### config.mk
export PLATFORM = sky130hd
export DESIGN_NAME = serial_subtractor_flat
export DESIGN_NICKNAME = d
export VERILOG_FILES = /design/src/rtl/serial_subtractor_if.sv /design/src/rtl/serial_subtractor.sv /design/src/flat_wrapper.sv
export SDC_FILE = /design/constraint.sdc
export NUM_CORES = 1
export LEC_CHECK = 0
export ABC_AREA = 0
export ABC_CLOCK_PERIOD_IN_PS = 1600
export CORE_ASPECT_RATIO = 1.1
export CORE_UTILIZATION = 48
export CTS_CLUSTER_SIZE = 10
export DETAILED_ROUTE_END_ITERATION = 8
export PLACE_DENSITY = 0.76
export SETUP_SLACK_MARGIN = 0.05
export SYNTH_ARGS = -nofsm -noshare
export SYNTH_HDL_FRONTEND = slang
export SYNTH_SLANG_ARGS = --single-unit
export TNS_END_PERCENT = 5
### constraint.sdc
create_clock -name Clk -period 1.6 [get_ports Clk]
set_input_delay 0.4 -clock Clk [delete_from_list [all_inputs] [get_ports Clk]]
set_output_delay 0.4 -clock Clk [all_outputs]
set_load 0.01 [all_outputs]
### src/rtl/serial_subtractor_if.sv
// Handshake/operand bundle for the bit-serial subtractor.
// master drives Start/A/B; slave returns Diff/Borrow/Busy/Done.
interface serial_subtractor_if #(
    parameter int WIDTH = 4
);
    logic             Start;
    logic [WIDTH-1:0] A;
    logic [WIDTH-1:0] B;
    logic [WIDTH-1:0] Diff;
    logic             Borrow;
    logic             Busy;
    logic             Done;

    modport master (
        output Start, A, B,
        input  Diff, Borrow, Busy, Done
    );

    modport slave (
        input  Start, A, B,
        output Diff, Borrow, Busy, Done
    );
endinterface

### src/rtl/serial_subtractor.sv
// Bit-serial unsigned subtractor: A - B, one bit per clock, LSB first.
// Ports: Clk, Reset (sync, active-high), bus (slave: Start/A/B in; Diff/Borrow/Busy/Done out).
module serial_subtractor #(
    parameter int WIDTH = 4
) (
    input logic                Clk,
    input logic                Reset,
    serial_subtractor_if.slave bus
);
    localparam int CW = (WIDTH > 1) ? $clog2(WIDTH) : 1;
    localparam logic [CW-1:0] LAST = CW'(WIDTH - 1);

    typedef enum logic [1:0] {
        IDLE = 2'd0,
        RUN  = 2'd1,
        DONE = 2'd2
    } state_e;

    state_e           state_q, state_d;
    logic [WIDTH-1:0] a_q, a_d;
    logic [WIDTH-1:0] b_q, b_d;
    logic [WIDTH-1:0] res_q, res_d;
    logic [WIDTH-1:0] diff_q, diff_d;
    logic             br_q, br_d;
    logic             borrow_q, borrow_d;
    logic [CW-1:0]    cnt_q, cnt_d;
    logic             d_bit;
    logic             br_nxt;
    logic [WIDTH-1:0] res_shift;

    always_comb begin
        state_d  = state_q;
        a_d      = a_q;
        b_d      = b_q;
        res_d    = res_q;
        diff_d   = diff_q;
        br_d     = br_q;
        borrow_d = borrow_q;
        cnt_d    = cnt_q;

        d_bit     = a_q[0] ^ b_q[0] ^ br_q;
        br_nxt    = (~a_q[0] & b_q[0]) | (~(a_q[0] ^ b_q[0]) & br_q);
        // Result fills from the MSB so it is aligned after WIDTH shifts.
        res_shift = (res_q >> 1) | {d_bit, {(WIDTH-1){1'b0}}};

        case (state_q)
            IDLE, DONE: begin
                // DONE falls back to IDLE unless a new request arrives.
                state_d = IDLE;
                if (bus.Start) begin
                    state_d = RUN;
                    a_d     = bus.A;
                    b_d     = bus.B;
                    br_d    = 1'b0;
                    cnt_d   = '0;
                end
            end
            RUN: begin
                a_d   = a_q >> 1;
                b_d   = b_q >> 1;
                res_d = res_shift;
                br_d  = br_nxt;
                cnt_d = cnt_q + CW'(1);
                if (cnt_q == LAST) begin
                    diff_d   = res_shift;
                    borrow_d = br_nxt;
                    state_d  = DONE;
                end
            end
            default: state_d = IDLE;
        endcase
    end

    always_ff @(posedge Clk) begin
        if (Reset) begin
            state_q  <= IDLE;
            a_q      <= '0;
            b_q      <= '0;
            res_q    <= '0;
            diff_q   <= '0;
            br_q     <= 1'b0;
            borrow_q <= 1'b0;
            cnt_q    <= '0;
        end else begin
            state_q  <= state_d;
            a_q      <= a_d;
            b_q      <= b_d;
            res_q    <= res_d;
            diff_q   <= diff_d;
            br_q     <= br_d;
            borrow_q <= borrow_d;
            cnt_q    <= cnt_d;
        end
    end

    assign bus.Diff   = diff_q;
    assign bus.Borrow = borrow_q;
    assign bus.Busy   = (state_q == RUN);
    assign bus.Done   = (state_q == DONE);
endmodule

### src/flat_wrapper.sv
// flat-port wrapper written by rule: the top's interface ports become plain ports
module serial_subtractor_flat 
#(
    parameter int WIDTH = 4
)
  (Clk, Reset, bus_Start, bus_A, bus_B, bus_Diff, bus_Borrow, bus_Busy, bus_Done);
  serial_subtractor_if #(.WIDTH(WIDTH)) bus_i ();
  input logic Clk;
  input logic Reset;
  input wire logic [$bits(bus_i.Start)-1:0] bus_Start;
  input wire logic [$bits(bus_i.A)-1:0] bus_A;
  input wire logic [$bits(bus_i.B)-1:0] bus_B;
  output wire logic [$bits(bus_i.Diff)-1:0] bus_Diff;
  output wire logic [$bits(bus_i.Borrow)-1:0] bus_Borrow;
  output wire logic [$bits(bus_i.Busy)-1:0] bus_Busy;
  output wire logic [$bits(bus_i.Done)-1:0] bus_Done;
  assign bus_i.Start = bus_Start;
  assign bus_i.A = bus_A;
  assign bus_i.B = bus_B;
  assign bus_Diff = bus_i.Diff;
  assign bus_Borrow = bus_i.Borrow;
  assign bus_Busy = bus_i.Busy;
  assign bus_Done = bus_i.Done;
  serial_subtractor #(.WIDTH(WIDTH)) u_core (.Clk(Clk), .Reset(Reset), .bus(bus_i));
endmodule
### Word level (Yosys, flattened, before mapping)

Index checks and enable logic that the tools add are counted.

| cells by class | value |
|---|---|
| $add $sub $neg | 1 |
| equal/unequal tests | 5 |
| multiplexer cells | 11 |
| bitwise operators | 8 |
| reduce and logical (&&, ||, !) cells | 5 |

Operators by type and width:

| operator | number |
|---|---|
| 4-bit one-hot mux with 2 select lines | 2 |
| 4-bit two-way mux | 2 |
| 2-bit one-hot mux with 2 select lines | 2 |
| 2-bit equality test, second input constant | 2 |
| 2-bit two-way mux | 2 |
| 3-bit by 4-bit OR with 4-bit output | 1 |
| 2-bit AND reduction | 2 |
| 2-bit by 1-bit adder with 2-bit output, second input constant | 1 |
| 1-bit AND | 2 |
| 2-bit by 1-bit equality test with 1-bit output, second input constant | 1 |
| 2-bit logical NOT | 1 |
| 1-bit two-way mux | 2 |
| 2-bit by 1-bit inequality test with 1-bit output, second input constant | 1 |
| 2-bit inequality test, second input constant | 1 |
| 1-bit inverter | 2 |
| 1-bit one-hot mux with 2 select lines | 1 |
| 2-bit nonzero test | 1 |
| 2-bit OR reduction | 1 |
| 1-bit XOR | 2 |
| 1-bit OR | 1 |

| word-level totals | value |
|---|---|
| bits in registers | 22 |
| bits of input ports | 11 |
| output and inout bits | 7 |
| word-level logic and storage cells | 38 |

### Depth between registers and ports, before layout

| logic depth | value |
|---|---|
| depth in word-level cells | 5 |
| gate-level depth with buffers | 5 |
| gate-level depth less buffers | 4 |

### Worst setup path before layout

Ideal clock, no wire load.

| timing | value |
|---|---|
| path kind | register -> register |
| from | register u_core.b_q[0] |
| to | register u_core.diff_q[3], in the netlist u_core.bus.Diff[3] |
| library setup time | 0.070 ns |
| arrival time | 1.064 ns |
| data required time | 1.530 ns |
| path slack | 0.465 ns |
| stages on the path, launching flop included | 5 |
| buffers on the path | 0 |
| period minus slack after synthesis | 1.135 ns |
| cell sequence | dfxtp_1 > inv_1 > fa_1 > nand3_1 > a21oi_1 |

| between the ends | value |
|---|---|
| cells in the longest elaborated chain, start to end | 3 |

RTL lines:

| item | line | text |
|---|---|---|
| start: declaration | serial_subtractor.sv:21 | `logic [WIDTH-1:0] b_q, b_d;` |
| start signal: assignment | serial_subtractor.sv:78 | `b_q <= '0;` |
| start signal: assignment | serial_subtractor.sv:87 | `b_q <= b_d;` |
| 1-bit XOR (2 in a row) | serial_subtractor.sv:41 | `d_bit = a_q[0] ^ b_q[0] ^ br_q;` |
| via u_core.d_bit | serial_subtractor.sv:27 | `logic d_bit;` |
| 3-bit by 4-bit OR with 4-bit output | serial_subtractor.sv:44 | `res_shift = (res_q >> 1) \| {d_bit, {(WIDTH-1){1'b0}}};` |
| end signal: assignment | serial_subtractor.sv:89 | `diff_q <= diff_d;` |
| end: declaration | serial_subtractor.sv:23 | `logic [WIDTH-1:0] diff_q, diff_d;` |

The timed path passes the listed nets, and every way through them passes these cells.
A chain may end at the register's enable or synchronous reset.

### Worst setup path after layout

| timing | value |
|---|---|
| from | register u_core.state_q[0] |
| to | output port bus_Done |

| between the ends | value |
|---|---|
| cells in the longest elaborated chain, start to end | 1 |

RTL lines:

| item | line | text |
|---|---|---|
| start: declaration | serial_subtractor.sv:19 | `state_e state_q, state_d;` |
| start signal: assignment | serial_subtractor.sv:85 | `state_q <= state_d;` |
| 2-bit equality test | serial_subtractor.sv:99 | `assign bus.Done = (state_q == DONE);` |
| end: declaration | flat_wrapper.sv:16 | `output wire logic [$bits(bus_i.Done)-1:0] bus_Done;` |

Every way passes these cells.

==> results.json <==
{
  "holdWs_ns": 0.462,
  "post-cts-setup-buffer-count": 0,
  "start_util_pct": 52.9,
  "yosysUniqueCellTypes": 20,
  "cp-end-kind": "primary output",
  "drive_above_1_share_pct": 11.5,
  "ctsResizeCount": 8,
  "antenna_cells": 0,
  "gp_congestion": 0.752,
  "postCtsHoldBufs": 0,
  "synth_seq_cells": 21,
  "synth_common_cells": "25 x nand2_1, 21 x dfxtp_1, 13 x a21oi_1",
  "overflow": 0,
  "ir_drop_mv": 0.568,
  "maxCapViolations": 0,
  "avgSynthCellArea_um2": 8.30,
  "yosys_warnings": 0,
  "postPlaceCellArea_um2": 1060,
  "grt_pass1_wl_um": 2660,
  "synthTopCellsByArea": "dfxtp_1 49%, nand2_1 11%, a21oi_1 7.5%, a311oi_1 7.1%, nand3_1 5.2%",
  "cts_htree_levels": 1,
  "crit_path_top_delay_cell": "dfxtp_4",
  "antenna_left": 0,
  "cts_buffer_depth": 2,
  "numCtsBuffers": 3,
  "worstPathBufferInverterCount": 1,
  "cpLargestDelayFamily": "flip-flops",
  "dp_hpwl_um": 1060,
  "fin_crit_sh_pct": 94.7,
  "num_rows": 15,
  "cts_tree": "yes",
  "finalSetupViolCount": 0,
  "grt_util_all_layers_pct": 18.0,
  "leakage_nw": 0.431,
  "insertion_delay_ns": 0.30,
  "synth_most_common_cell": "nand2_1",
  "slowest_delay_ns": 0.38,
  "crit_path_cell_trace": "and2b_1 -> dlygate4sd2_1",
  "final-hold-violation-count": 0,
  "final_nets": 136,
  "clkTransAtPathRegs_ns": 0.12,
  "viasPerCell": 5.31,
  "syn_inst": 104,
  "chipWidth_um": 42.4,
  "dieArea_um2": 1970,
  "firstDrtPassIters": 2,
  "tns_ns": 0,
  "drcViolationCount": 0,
  "synth.cell_area_um2": 863,
  "antenna_found_initial": 0,
  "cp_max_fo": 5,
  "rsz0062_at_grt": "yes",
  "fin_ws_ns": 0.0842,
  "wl_per_cell_um": 10.9,
  "synth_top_area_share_pct": 48.7,
  "powerDensity_nw_per_um2": 887,
  "num_vias": 738,
  "slew_headroom_pct": 84.0,
  "cts_root_buf": "clkbuf_4",
  "ios": 18,
  "syn_to_final_growth_pct": 24.9,
  "fp.dieH_um": 46.5,
  "fin_skew_ns": 0.000648,
  "critPathLaunchType": "register",
  "synth_ff_type": "dfxtp_1",
  "syn_nets": 117,
  "crit_type": "reg2out",
  "slew_violations": 0,
  "cts_sinks": 21,
  "cp.arrival_ns": 1.12,
  "design_area_um2": 1080,
  "port_buffers": 17,
  "core_area_um2": 1630,
  "grt_max_degree": 22,
  "worst_pin_slew_ns": 0.239,
  "async_reset_ff_share_pct": 0,
  "drt_iter0_markers": 7,
  "synth-edff-count": 0,
  "max_freq_mhz": 660,
  "synth_area_leader_cell": "dfxtp_1",
  "grt_pass1_vias": 633,
  "drt_wl_total_um": 1520,
  "period_needed_ns": 1.52,
  "dpl_worst_slack_ns": -0.00382,
  "ys_seq_area_share_pct": 48.7,
  "status": "finished clean",
  "critPathRequiredTime_ns": 1.20,
  "hold_class": "reg2reg"
}
final cells by class:
type | count | area, um^2
inverter | 3 | 11.3
timing repair buffer | 22 | 208
multi-input combinational | 72 | 387
clock inverter | 1 | 5.00
clock buffer | 3 | 22.5
fill | 148 | 554
sequential | 21 | 424
tap | 17 | 21.3
registers in the layout, indices dropped and copies added, names as in the netlist:
signal / flops
u_core.bus.Borrow: 1
u_core.a_q: 4
u_core.cnt_q: 2
u_core.br_q: 1
u_core.bus.Diff: 4
u_core.state_q: 2
u_core.b_q: 4
u_core.res_q: 3
through the flow:
step	std cells	util (%)	total power, W
floorplan	104	-	0.000668
global placement	135	64.9	0.000717
detailed placement	135	64.9	0.000719
CTS	139	66.1	0.000970
global route	139	66.1	0.00100
finish	139	66.1	0.000957
layer usage:
| metal | GRT usage (%) | wire length, um | share of wire (%) |
|---|---|---|---|
| met2 | 31.4 | 734 | 48 |
| met3 | 2.75 | 58 | 3.8 |
| met1 | 21.0 | 692 | 46 |
| met4 | 11.3 | 31 | 2.0 |
| met5 | 0 | 0 | 0 |
power by group:
group / switching, W / internal (W)
Clock: 0.000158 / 0.0000930
Combinational: 0.0000718 / 0.0000692
Sequential: 0.0000157 / 0.000549
logic make-up after synthesis:
kind of cell	Yosys count	synth area share, %
buffers and inverters	11	6.52
and+or+nand+nor	49	25.5
adders and majority gates	2	3.77
AOI/OAI and AO/OA	21	15.5
DFF	21	48.7
final timing paths:
| check | from | endpoint | slack, ns | depth (start not counted) |
|---|---|---|---|---|
| min | u_core.bus.Diff[0]$_SDFFE_PP0P_ | u_core.bus.Diff[0]$_SDFFE_PP0P_ | 0.46 | 2 |
| max reg2reg | u_core.b_q[0]$_SDFFE_PP0P_ | u_core.bus.Diff[3]$_SDFFE_PP0P_ | 0.37 | 4 |
| max | u_core.state_q[0]$_SDFFE_PP0P_ | bus_Done | 0.08 | 2 |
| min reg2reg | u_core.bus.Diff[0]$_SDFFE_PP0P_ | u_core.bus.Diff[0]$_SDFFE_PP0P_ | 0.46 | 2 |
worst register-to-register path: cells and delay by family (launching register included):
kind / cells / cell delay (ns)
buffers and inverters: 1 / 0.06
AO/OA/AOI/OAI: 1 / 0.14
AND/OR/NAND/NOR: 1 / 0.07
adder cells (fa/ha/maj): 1 / 0.55
flip-flops: 1 / 0.35
cell usage in the layout, fill, tap and decap left out, drive strengths merged, types with 3 or more instances in the layout:
| cell type | netlist | routed |
|---|---|---|
| nand2 | 25 | 25 |
| a311oi | 7 | 7 |
| dfxtp | 21 | 21 |
| buf | 5 | 5 |
| nand3 | 9 | 9 |
| a21oi | 13 | 13 |
| nand2b | 4 | 4 |
| dlygate4sd2 | 0 | 6 |
| clkdlybuf4s50 | 0 | 10 |
| nor2 | 8 | 8 |
| clkbuf | 3 | 4 |
| inv | 3 | 3 |
Note: power is estimated with default switching activity, not from simulation.
==> edit 1 (same settings) <==
`WIDTH` is set to 4 in 3 places; all go to 8.
--- a/src/rtl/serial_subtractor_if.sv
+++ b/src/rtl/serial_subtractor_if.sv
@@ -3,3 +3,3 @@
 interface serial_subtractor_if #(
-    parameter int WIDTH = 4
+    parameter int WIDTH = 8
 );
--- a/src/rtl/serial_subtractor.sv
+++ b/src/rtl/serial_subtractor.sv
@@ -3,3 +3,3 @@
 module serial_subtractor #(
-    parameter int WIDTH = 4
+    parameter int WIDTH = 8
 ) (
--- a/src/flat_wrapper.sv
+++ b/src/flat_wrapper.sv
@@ -3,3 +3,3 @@
 #(
-    parameter int WIDTH = 4
+    parameter int WIDTH = 8
 )
Interface: changed (resized bus_A, bus_B and bus_Diff); port bits go from 18 to 30. The function was not compared with the original's and may differ.
==> edit 1 against the original RTL <==
Sequential cell count increased by 17; sequential share of layout area increased by 0.23 points; power increased by 93%; die area increased by 76%; register-to-register slack got worse by 170 ps; first-iteration DRC count increased to 5.4 times the old value; area after synthesis increased by 80%; critical endpoint unchanged; wire length increased by 98%; design area increased by 79%; clock skew increased by 5.7 ps; critical path type unchanged; setup slack improved by 38 ps; clock power increased by 140%; combinational power increased by 67%.
==> edit 1: results (changes against the original RTL) <==
* Fillers at 276 (+86%)
* Max H-tree Level at 2 (+1)
* GR Util All Layers at 18.2% (+0.15 points)
* Met1 Track Usage GR at 18.9% (-2.1 points)
* CP Data Arrival Time at 1080 ps (-40 ps)
* Nets at 237 (+74%)
* RePlAce Congestion at 0.687 (-8.5%)
* First-pass GRT wire length at 4780 um (+80%)
* Placed inst area at 1860 um^2 (+75%)
* Slowest stage delay, CP at 410 ps (+30 ps)
* Synth Net Count at 211 (+80%)
* Initial DRC count at 38 (+31)
* R2r endpoint: u_core.bus.Diff[2]
* Synth top cells by count: nand2_1 (54), dfxtp_1 (38), a21oi_1 (21), nor2_1 (16)
* Worst IR Drop VDD at 0.640 mV (+13%)
* Vias in the first global route at 1183 (+87%)
* Layout cells sized above 1 at 9.72% (-1.8 points)
* R2r setup slk at 200 ps (-170 ps)
* Clock-pin slew on the worst setup and hold paths at 100 ps (-20 ps)
* Largest cells by area after synthesis: dfxtp_1 (49%), nand2_1 (13%), a311oi_1 (7.9%)
* Clock Latency Late Sink at 340 ps (+40 ps)
* Worst-case reg-to-reg path depth at 5 (+1)
* Register area share after synthesis at 48.9% (+0.22 points)
* Hold path start: u_core.bus.Diff[5]
* Drt pass-1 iters at 4 (+2)
* Status: finished clean
* Met2 usage at 33.2% (+1.8 points)
* Hpwl dp at 1950 um (+84%)
* Post-synth cell types at 21 (+5.0%)
* Drt via density at 5.43 (+2.3%)
==> edit 1: cell count changes after synthesis, moves of 5 or more <==
cell      change
nand2_1      +29
a21oi_1       +8
nor2_1        +8
dfxtp_1      +17
nand3_1       +5
a311oi_1      +7
==> edit 1: what timing repair did <==
action / CTS / global route
endpoints found under the setup margin: 11 / 1
gates resized for setup: 15 / 1
hold endpoints to repair: 0 / 0
==> edit 1: kinds of logic (layout without fill, tap and decap cells) <==
kind of cell               after synthesis  after routing  synth area share, %
buffers and inverters                   19             46                 7.24
adders and majority gates                3              3                 2.90
and+or+nand+nor                         91             91                 24.3
AOI/OAI and AO/OA                       38             38                 16.7
DFF                                     38             38                 48.9
==> edit 1: final cells by class <==
class	instances	area [um^2]	area share [%]
flip-flops and latches	38	763	39.6
well taps	34	42.5	2.20
multi-input cells	132	689	35.7
inverters	3	12.5	0.649
clock buffers	8	78.8	4.09
repair buffers	35	343	17.8
==> edit 1: metal layers <==
layer / share of wire (%) / routed length, um / vias to the layer above
met2: 50 / 1500 / 39
met4: 2.0 / 59 / 0
met1: 43 / 1300 / 623
met3: 4.9 / 146 / 7
met5: 0 / 0 / -
li1: - / - / 689
==> edit 1: metrics by stage <==
stage	util (%)	setup slack [ps]	std cells	setup TNS [ps]
global route	62.8	63.1	250	0
global placement	60.4	-23.3	242	-68.6
floorplan	-	349	189	0
CTS	62.9	77.4	250	0
finish	62.8	122	250	0
detailed placement	60.4	-39.2	242	-239
==> edit 1: report_power, final <==
part | switching, uW | internal [uW]
Combinational | 124 | 111
Clock | 296 | 300
Sequential | 27.5 | 993
==> edit 1: tightest hold or removal path, delay by kind of cell (launching register included) <==
family           cells  cell delay, ps
flip-flops           1             320
AND/OR/NAND/NOR      1              50
AO/OA/AOI/OAI        1              50
==> edit 1: worst max path at each step <==
stage	endpoint	slack [ps]
final	bus_Done	120
after global routing	bus_Done	60
after CTS	bus_Busy	80
after detailed placement	u_core.a_q[6]	-40
after global placement	u_core.a_q[1]	-20
after floorplan	u_core.state_q[0]	350
==> edit 2 (config.mk and constraints unchanged) <==
Made on the original files. Make the reset (`Reset`) asynchronous in one clocked block.
--- a/src/rtl/serial_subtractor.sv
+++ b/src/rtl/serial_subtractor.sv
@@ -73,3 +73,3 @@
 
-    always_ff @(posedge Clk) begin
+    always_ff @(posedge Clk or posedge Reset) begin
         if (Reset) begin
Function: differs if Reset is asserted again (counterexample within 4 cycles, from zero or initial values and one cycle with Reset high); with Reset held inactive, the same outputs for 10 cycles.
==> edit 2 against the original RTL <==
Area after synthesis rose by 8.0%; sequential cell count unchanged; setup slack better by 8.6 ps; wire length down 1.1%; design area rose by 9.5%; critical path type unchanged; largest cell class unchanged; highest routed layer unchanged.
Power is not compared: it rests on default switching activity, and its combinational part moved more than twofold at a synthesized area within 25%.
==> edit 2: results (changes against the original RTL) <==
* Post-place setup slack at -7.40 ps (-3.58 ps)
* Worst IR Drop VDD at 1.07 mV
* Worst-case reg-to-reg path depth at 3 (-1)
* Vias at 653 (-12%)
* Initial DRC count at 9 (+2)
* Sink Count at 21 (unchanged)
* Data buffer area share at 19.3% (+0.022 points)
* First-pass GRT wire length at 2750 um (+3.4%)
* Initial antenna violation count at 0 (unchanged)
* Count of clock buffers in the final design at 4 (+1)
* RePlAce Congestion at 0.735 (-2.2%)
* Multi-input logic area at 362 um^2 (-6.5%)
* Status: finished clean
* Nets at 119 (-13%)
* Setup TNS at 0 ps (unchanged)
* Cells after synthesis at 79 (-24%)
* Synth top cells by count: dfrtp_1 (21), nand2_1 (8), mux2_2 (6), nor2_1 (6)
* Layout cells sized above 1 at 21.0% (+9.5 points)
* CP max-delay cell: dfrtp_1
* Hpwl dp at 1140 um (+7.9%)
* Final-layout clock-cell area share at 2.22% (-0.33 points)
* Vias in the first global route at 605 (-4.4%)
* Crit-path max FO at 2 (-3)
* Post-synth cell types at 23 (+15%)
* Non-clk bufs at 25 (+14%)
* Reg-to-reg startpoint: u_core.br_q
* GR Util All Layers at 17.9% (-0.11 points)
* Synth Net Count at 92 (-21%)
* Gate power share at 48.4%
* Fillers at 159 (+7.4%)
* R2r setup slk at 100 ps (-270 ps)
* Sequential share of cell area at 44.5% (+5.2 points)
* Inverters at 4 (+1)
* Max H-tree Level at 1 (unchanged)
* Tot Pwr at 2260 uW
* Clock-pin slew on the worst setup and hold paths at 110 ps
* P_leak at 0.000573 uW
* Drt pass-1 iters at 6 (+4)
* Routed wire length at 1500 um (-1.1%)
* R2r endpoint: u_core.br_q
* Final ANT Viol Nets at 0 (unchanged)
* Max_slew headroom at 82.1% (-1.8 points)
* Clock Path Buffers at 2 (unchanged)
* Ant diodes at 0 (unchanged)
* Most used flip-flop cell after synthesis: dfrtp_1
* Synth Warn # at 0 (unchanged)
* Post-synth ARST share at 100% (+100 points)
* Drt via density at 5.31 (about the same)
* Core ar. at 1800 um^2 (+10%)
* Largest cells by area after synthesis: dfrtp_1 (56%), mux2_2 (7.2%), a22o_1 (3.8%)
* Multi-input gates at 51 (-29%)
* Placed inst area at 1140 um^2 (+7.6%)
* Largest net degree at the start of global routing at 22 (unchanged)
* Min-delay worst type: in2async
* Slowest stage delay, CP at 410 ps (+30 ps)
* Register area share after synthesis at 56.4% (+7.7 points)
* Port-buffer cells at 17 (unchanged)
* Setup Skew at 3.31 ps (+2.66 ps)
-- edit 2: cell count changes in the layout (fill, tap and decap cells not counted), moves of 5 or more --
cell / change
dfrtp_1: +21
mux2_2: +6
dfxtp_1: -20
a311oi_1: -7
a21oi_1: -12
nor3_1: +5
nand2_1: -17
nand3_1: -8
o22ai_1: +5
-- edit 2: tightest hold or removal path: stages --
cell and delay [ps]:
clkdlybuf4s50_1 390, inv_1 50, buf_4 260
-- edit 2: timing repair --
item                       4_1_cts  5_1_grt
setup endpoints to repair        7        1
gates cloned                     0        0
gates resized for setup         10        3
buffers inserted                 2        0
-- edit 2: cells by family (layout without fill, tap and decap cells) --
family / count (synthesis) / in the layout / synth area share [%]
fa+ha+maj: 2 / 2 / 3.49
compound gates: 15 / 15 / 10.6
flops: 21 / 21 / 56.4
simple gates: 27 / 27 / 16.4
mux: 7 / 7 / 8.32
buf+inv: 7 / 33 / 4.83
-- edit 2: through the flow --
stage                     hold slack (ps)  utilization (%)
after CTS                             426             64.9
after global placement                457             63.3
after floorplan                       377                -
final                                 417             65.6
after global routing                  466             65.6
after detailed placement              471             63.3
-- edit 2: worst max-delay path by stage --
stage,depth (start not counted),endpoint,slack (ps),startpoint
detailed placement,5,u_core.b_q[3],-7,bus_Start
global placement,5,u_core.b_q[3],30,bus_Start
CTS,4,bus_Busy,60,u_core.state_q[1]
finish,4,bus_Busy,90,u_core.state_q[1]
global route,4,bus_Busy,30,u_core.state_q[1]
floorplan,3,u_core.br_q,200,u_core.br_q
-- edit 2: layer usage --
metal	vias to the layer above	global-route usage (%)	routed length [um]
li1	325	-	-
met1	308	25.7	707
met2	18	27.9	712
met3	2	3.33	67
met4	0	5.45	12
met5	-	0	0
